**src/rtl/array_op_pkg.sv**
```systemverilog
// Shared types for the array-op scheduler: op encodings, FSM states and the 4-lane result array.
package array_op_pkg;

    localparam int unsigned LANES  = 4;
    localparam int unsigned DATA_W = 8;

    typedef enum logic [1:0] {
        OP_INC   = 2'b00,
        OP_SHL   = 2'b01,
        OP_LOGIC = 2'b10,
        OP_MISC  = 2'b11
    } op_e;

    typedef enum logic [1:0] {
        IDLE = 2'b00,
        EXEC = 2'b01,
        HOLD = 2'b10
    } sched_state_e;

    // Lane 0 occupies the most significant byte.
    typedef logic [0:LANES-1][DATA_W-1:0] lane_arr_t;

endpackage

```
**src/rtl/array_op_unit.sv**
```systemverilog
// Combinational 4-lane array datapath; every lane result wraps modulo 256.
module array_op_unit
    import array_op_pkg::*;
(
    input  logic [DATA_W-1:0] data,
    input  op_e               op,
    output lane_arr_t         result
);

    always_comb begin
        result = '0;
        case (op)
            OP_INC: begin
                result[0] = data + 8'd1;
                result[1] = data + 8'd2;
                result[2] = data + 8'd3;
                result[3] = data + 8'd4;
            end
            OP_SHL: begin
                result[0] = data << 1;
                result[1] = data << 2;
                result[2] = data << 3;
                result[3] = data << 4;
            end
            OP_LOGIC: begin
                result[0] = ~data;
                result[1] = data & 8'hF0;
                result[2] = data | 8'h0F;
                result[3] = data ^ 8'hFF;
            end
            OP_MISC: begin
                result[0] = data;
                result[1] = {data[DATA_W-2:0], 1'b0};
                result[2] = data >> 1;
                result[3] = data % 8'd10;
            end
        endcase
    end

endmodule

```
**src/rtl/array_op_scheduler.sv**
```systemverilog
// Round-robin scheduler sharing one array_op_unit among NUM_REQ requesters (IDLE -> EXEC -> HOLD).
// Defining ARRAY_SCHED_STATS_EN adds per-requester saturating response counters on grant_cnt.
module array_op_scheduler
    import array_op_pkg::*;
#(
    parameter int unsigned NUM_REQ = 4,
    parameter int unsigned ID_W    = $clog2(NUM_REQ)
) (
    input  logic                             clk,
    input  logic                             rst,
    input  logic [NUM_REQ-1:0]               req_valid,
    output logic [NUM_REQ-1:0]               req_ready,
    input  logic [NUM_REQ-1:0][DATA_W-1:0]   req_data,
    input  logic [NUM_REQ-1:0][1:0]          req_op,
    output logic                             rsp_valid,
    input  logic                             rsp_ready,
    output logic [ID_W-1:0]                  rsp_id,
    output lane_arr_t                        rsp_array,
    output logic                             busy
`ifdef ARRAY_SCHED_STATS_EN
    ,
    output logic [NUM_REQ-1:0][15:0]         grant_cnt
`endif
);

    sched_state_e      state_q, state_d;
    logic [ID_W-1:0]   rr_ptr;
    logic [ID_W-1:0]   grant_idx;
    logic              grant_found;
    logic [DATA_W-1:0] data_q;
    op_e               op_q;
    logic [ID_W-1:0]   id_q;
    logic              accept, load_rsp, rsp_done;
    lane_arr_t         unit_result;

    function automatic logic [ID_W-1:0] wrap_idx(input logic [ID_W-1:0] base, input int unsigned off);
        int unsigned sum;
        sum = 32'(base) + off;
        if (sum >= NUM_REQ) sum = sum - NUM_REQ;
        return ID_W'(sum);
    endfunction

    // Search starts at rr_ptr so the last-served requester has lowest priority.
    always_comb begin
        grant_found = 1'b0;
        grant_idx   = '0;
        for (int unsigned i = 0; i < NUM_REQ; i++) begin
            if (!grant_found && req_valid[wrap_idx(rr_ptr, i)]) begin
                grant_found = 1'b1;
                grant_idx   = wrap_idx(rr_ptr, i);
            end
        end
    end

    always_ff @(posedge clk) begin
        if (rst) state_q <= IDLE;
        else     state_q <= state_d;
    end

    always_comb begin
        state_d   = state_q;
        req_ready = '0;
        accept    = 1'b0;
        load_rsp  = 1'b0;
        rsp_done  = 1'b0;
        case (state_q)
            IDLE: begin
                if (!rst && grant_found) begin
                    req_ready[grant_idx] = 1'b1;
                    accept               = 1'b1;
                    state_d              = EXEC;
                end
            end
            EXEC: begin
                load_rsp = 1'b1;
                state_d  = HOLD;
            end
            HOLD: begin
                if (rsp_valid && rsp_ready) begin
                    rsp_done = 1'b1;
                    state_d  = IDLE;
                end
            end
            default: state_d = IDLE;
        endcase
    end

    assign busy = (state_q != IDLE);

    array_op_unit u_unit (
        .data   (data_q),
        .op     (op_q),
        .result (unit_result)
    );

    always_ff @(posedge clk) begin
        if (rst) begin
            rr_ptr    <= '0;
            data_q    <= '0;
            op_q      <= OP_INC;
            id_q      <= '0;
            rsp_valid <= 1'b0;
            rsp_id    <= '0;
            rsp_array <= '0;
        end else begin
            if (accept) begin
                data_q <= req_data[grant_idx];
                op_q   <= op_e'(req_op[grant_idx]);
                id_q   <= grant_idx;
            end
            if (load_rsp) begin
                rsp_array <= unit_result;
                rsp_id    <= id_q;
                rsp_valid <= 1'b1;
            end
            if (rsp_done) begin
                rsp_valid <= 1'b0;
                rr_ptr    <= (id_q == ID_W'(NUM_REQ - 1)) ? '0 : id_q + ID_W'(1);
            end
        end
    end

`ifdef ARRAY_SCHED_STATS_EN
    // Counts completed response handshakes per owner, saturating.
    always_ff @(posedge clk) begin
        if (rst) begin
            grant_cnt <= '0;
        end else if (rsp_done && grant_cnt[rsp_id] != 16'hFFFF) begin
            grant_cnt[rsp_id] <= grant_cnt[rsp_id] + 16'd1;
        end
    end
`endif

endmodule

```
**config.mk**
```make
export PLATFORM = sky130hd
export DESIGN_NAME = array_op_scheduler
export DESIGN_NICKNAME = d
export VERILOG_FILES = /design/src/rtl/array_op_pkg.sv /design/src/rtl/array_op_unit.sv /design/src/rtl/array_op_scheduler.sv
export SDC_FILE = /design/constraint.sdc
export NUM_CORES = 1
export LEC_CHECK = 0
export BUFFER_PORTS_ARGS = -buffer_cell sky130_fd_sc_hd__buf_2
export CORE_ASPECT_RATIO = 2
export CORE_UTILIZATION = 50
export DETAILED_ROUTE_END_ITERATION = 10
export GPL_ROUTABILITY_DRIVEN = 0
export GPL_TIMING_DRIVEN = 1
export MAX_ROUTING_LAYER = met4
export PLACE_DENSITY_LB_ADDON = 0.05
export SETUP_SLACK_MARGIN = 0.15
export SLEW_MARGIN = 10
export SYNTH_ARGS = -nofsm -noshare
export SYNTH_HDL_FRONTEND = slang
export SYNTH_SLANG_ARGS = --single-unit
```
**constraint.sdc**
```tcl
create_clock -name clk -period 4.5 [get_ports clk]
set_input_delay 0.45 -clock clk [delete_from_list [all_inputs] [get_ports clk]]
set_output_delay 0.45 -clock clk [all_outputs]
set_load 0.05 [all_outputs]
```
; ---- Word level (Yosys, flattened, before mapping)
; Index checks and enable logic that the tools add are counted.
[word_totals]
memories = 0
ram_bits = 0
latch_bits = 0
in_bits = 47
regBits = 51
rom_bits = 0
elab_cells = 96
[classes]
n_shift = 0
n_lt_le_gt_ge = 10
n_eq_ne = 8
bitwise_logic = 1
mul = 0
n_addsub = 12
n_div = 1
mux = 38
reduce_logical = 15
[op_table]
columns = operator, count
row1 = 32-bit one-hot mux with 4 select lines, 1
row2 = 2-bit 2-to-1 mux, 12
row3 = "8-bit by 2-bit adder with 8-bit output, second input constant", 2
row4 = 8-bit binary-select mux with 2-bit select, 1
row5 = "2-bit by 3-bit < comparator with 1-bit output, second input constant", 5
row6 = 1-bit 2-to-1 mux, 14
row7 = "3-bit >= comparator, second input constant", 3
row8 = "8-bit by 1-bit adder with 8-bit output, second input constant", 1
row9 = "8-bit by 3-bit adder with 8-bit output, second input constant", 1
row10 = 1-bit binary-select mux with 2-bit select, 4
row11 = "2-bit == test, second input constant", 4
row12 = "8-bit by 4-bit modulo with 8-bit output, second input constant", 1
row13 = 4-bit 2-to-1 mux, 2
row14 = 8-bit 2-to-1 mux, 1
row15 = 8-bit inverter, 1
row16 = "2-bit by 1-bit subtractor with 2-bit output, second input constant", 4
row17 = "2-bit by 2-bit adder with 3-bit output, second input constant", 2
row18 = 1-bit logical AND, 6
row19 = 2-bit one-hot mux with 3 select lines, 1
row20 = 2-bit binary-select mux with 2-bit select, 1
row21 = "2-bit by 1-bit == test with 1-bit output, second input constant", 2
row22 = 1-bit zero test, 4
row23 = 2-bit zero test, 2
row24 = "2-bit != test, second input constant", 2
row25 = 8 further kinds, 8

; ---- Longest topological paths before layout
[depth]
ltp_word = 20
depth_mapped = 13
ltp_nobuf = 10

; ---- By module
; A second synthesis with hierarchy kept.
[unflattened]
cells_unflattened = 635
area_unflattened_um2 = 4536.9
[by_module_without_submodules]
columns = module, cells_per_inst, seq_area_each_um2, area_per_inst_um2, instances
row1 = array_op_unit, 356, 0.0, 2279.7, 1
row2 = array_op_scheduler, 279, 1021.0, 2257.2, 1

; ---- Worst setup path after synthesis
; Ideal clock, no wire load.
[synth_timing]
kind = reg2reg
from = register data_q[3]
to = register rsp_array[1] (netlist bit)
setup_slack_ps = 1266
synth_period_minus_slack_ps = 3234
setup_ps = 79
t_arrival_ps = 3155
t_required_ps = 4421
stages_incl_launch_ff = 14
cell_sequence = dfxtp_1 clkbuf_1 clkinv_1 ha_1 and2b_1 a211o_1 and3_1 buf_6 buf_6 nor4_4 a211oi_2 a32o_1 or4_1 o211ai_1
[synth_via]
elab_chain_len = 2
[synth_rtl]
columns = item, line
row1 = from (decl), array_op_scheduler.sv:30  ; logic [DATA_W-1:0] data_q;
row2 = from (signal assigned), array_op_scheduler.sv:107  ; data_q <= req_data[grant_idx];
row3 = 8-bit by 4-bit modulo with 8-bit output, array_op_unit.sv:35  ; result[3] = data % 8'd10;
row4 = 32-bit one-hot mux with 4 select lines, array_op_unit.sv:12  ; case (op)
row5 = to (signal assigned), array_op_scheduler.sv:112  ; rsp_array <= unit_result;
row6 = to (decl), array_op_scheduler.sv:18  ; output lane_arr_t rsp_array,
; No other way between the ends.
; A chain may end at the register's enable or synchronous reset.

; ---- Worst setup path after layout
; Ends and elaborated chain as after synthesis.

==> results_dict.tcl <==
set metrics [dict create \
    status "finished, final reports clean" \
    final_layout_size_suffix_gt1_share_pct 21.5 \
    grt_setup_unrepaired "no" \
    arrival_ps 3590 \
    place_ws_ps 1200 \
    grt_pass1_wl_um 19000 \
    seqPwrFrac_pct 30.4 \
    drv_cap 0 \
    vias_per_cell 6.21 \
    place_hpwl_um 8700 \
    ant_nets 0 \
    p_leak_nw 1.88 \
    synthCells 537 \
    synth.avg_cell_area_um2 7.33 \
    hp-start "req_data[14]" \
    setup_tns_ps 0 \
    cts_resized 0 \
    drt_iter0_markers 376 \
    clk_latency_ps 300 \
    cp_common_cell "o211ai_1" \
    ir_drop_v 0.000309 \
    whs_path_depth 3 \
    fmax_mhz 297 \
    core_mm2 0.00760 \
    wl_per_cell_um 17.5 \
    finClkSkew_ps 10.1 \
    synth-seq-cells 51 \
    r2r-start "data_q[3]" \
    post_cts_buffers 0 \
    hold_violations 0 \
    start_util_pct 51.8 \
    diodes 0 \
    end_kind "flop" \
    num-nets-final 647 \
    critPathLaunchType "flop" \
    fin_crit_sh_pct 74.9 \
    clk_pin_slew_ps 70 \
    pwr-share-comb_pct 48.4 \
    die_y_um 128 \
    fin_cells 684 \
    wl_um 12000 \
    tritoncts "built" \
    pin_count 87 \
    grt_overflow 0 \
    grt_use_total_pct 30.1 \
    relSlewSlack_pct 21.0 \
    numCtsBuffers 5 \
    cp.required_ps 4720 \
    grt_antenna_before_repair 0 \
    via_count 4251 \
    switching_share_pct 45.7 \
    portBuffers 86 \
    die_x_um 64.8 \
    grt_max_degree 55 \
    syn_nets 595 \
    die_area_mm2 0.00826 \
    root_buffer "clkbuf_16" \
    layout_commonest_cell "buf_2" \
    switchingPower_w 0.000854 \
    power.density_mw_per_mm2 417 \
    worst-path-max-fanout 13 \
    crit_slowest_cell "and3_1" \
    regToRegEndpoint "rsp_array[1]" \
    hp-class "in -> reg" \
    dr.pass1.iters 5 \
    num_rows 45 \
    cp_slowest_stage_delay_ps 530 \
    ys_types 70 \
    rr_worst_depth 10 \
    async_flop_share_pct 0 \
    cts_hold_buffers 0 \
    intPower_w 0.00102 \
    grt_pass1_vias 3960 \
    p_clk_share_pct 21.2 \
    cts_buffer_depth 2 \
    layout_common_cells "86 x buf_2, 66 x nand2_1, 51 x nor2_1, 51 x dfxtp_1, 49 x a21oi_1" \
    cts.sinks 51 \
    netlist_area_mm2 0.00394 \
    synth_edf_count 0 \
    slew_viol_final 0 \
    final.min_clock_period_ps 3370 \
    drc 0 \
    area_growth_pct 13.8 \
    total_power_w 0.00187 \
    setup_slack_ps 1130 \
    ys_seq_area_share_pct 25.9 \
    path_cells "clkinv_1 > ha_1 > and2b_1 > o211ai_1 > and3_1 > o221ai_1 > a31oi_1 > nor3b_2 > or4_1 > o211ai_1" \
    tightest_slew_ps 1180 \
    setup_viol_count_final 0 \
    fillers 751 \
    min_to "data_q[6]" \
    r2r_slack_ps 1130 \
    synthFlopType "dfxtp_1" \
    cts-htree-levels 2 \
    critPathKind "reg -> reg" \
    placedCellCount 676 \
    synth-warning-count 0 \
]
## layer usage
layer	wire, µm	vias to the layer above	GRT usage [%]	share of wire (%)
li1	-	2056	-	-
met1	4610	1970	32.6	39
met2	6170	179	51.3	52
met3	569	46	3.57	4.8
met4	606	0	17.9	5.1
met5	0	-	-	0
## cell type report
class / count / area, µm² / area share, %
Multi-Input combinational cell: 416 / 2610 / 58.3
Sequential cell: 51 / 1020 / 22.8
Timing Repair Buffer: 96 / 505 / 11.3
Clock buffer: 6 / 139 / 3.10
Tap cell: 94 / 118 / 2.62
Inverter: 19 / 71.3 / 1.59
Clock inverter: 2 / 13.8 / 0.307
## worst max-delay path by stage
stage	from	to	slack [ps]	depth (start not counted)
after global placement	data_q[3]	rsp_array[4]	1280	10
after floorplan	data_q[3]	rsp_array[1]	1270	13
final	data_q[3]	rsp_array[1]	1130	10
after global routing	data_q[3]	rsp_array[4]	980	10
after CTS	data_q[3]	rsp_array[1]	1210	10
after detailed placement	data_q[3]	rsp_array[1]	1200	10
## sequential cells by signal, summed over array words and instances (netlist names)
signal,count
data_q,8
id_q,2
op_q,2
rr_ptr,2
rsp_array,32
rsp_id,2
rsp_valid,1
state_q,2
## power by group through the flow
stage | logic (W) | clock network, W | registers, W
2_1_floorplan | 0.000594 | 0 | 0.000677
3_3_place_gp | 0.000877 | 0 | 0.000576
3_5_place_dp | 0.000887 | 0 | 0.000579
4_1_cts | 0.000890 | 0.000399 | 0.000569
5_1_grt | 0.000968 | 0.000421 | 0.000579
6_report | 0.000904 | 0.000397 | 0.000569
## kinds of logic after synthesis
family	Yosys count	share of synthesized area, %
AO/OA/AOI/OAI	174	29.9
XOR/XNOR	16	3.56
adder cells (fa/ha/maj)	12	3.75
buffers and inverters	70	7.88
flip-flops	51	25.9
multiplexers	18	4.73
AND/OR/NAND/NOR	196	24.2
## critical path: cells and delay by family (launching register included)
kind | cells | cell delay (ps)
AO/OA/AOI/OAI | 4 | 1010
adder cells (fa/ha/maj) | 1 | 280
buffers and inverters | 1 | 260
flip-flops | 1 | 330
AND/OR/NAND/NOR | 4 | 1420
## cells in the mapped netlist, types with 6 or more instances
library cell / number / area share [%]
o221ai_1: 7 / 1.6
a221oi_1: 6 / 1.3
nand3_1: 17 / 2.2
nor3_1: 13 / 1.7
a31oi_1: 7 / 1.1
clkbuf_1: 32 / 3.1
mux2i_1: 13 / 3.3
o211ai_1: 22 / 4.2
nand2_1: 66 / 6.3
o21ai_0: 33 / 4.2
nor2_1: 51 / 4.9
buf_1: 7 / 0.67
a211oi_1: 8 / 1.5
dfxtp_1: 51 / 26
a21oi_1: 50 / 6.4
inv_1: 17 / 1.6
xor2_1: 6 / 1.3
xnor2_1: 10 / 2.2
ha_1: 11 / 3.5
## through the flow
stage	instance area (µm²)	hold WS [ps]	utilization, %
finish	4480	363	58.9
global route	4480	372	58.9
CTS	4480	366	58.9
detailed placement	4330	447	56.9
global placement	4330	442	56.9
floorplan	3940	449	-
Power figures use the tool's default switching activity.
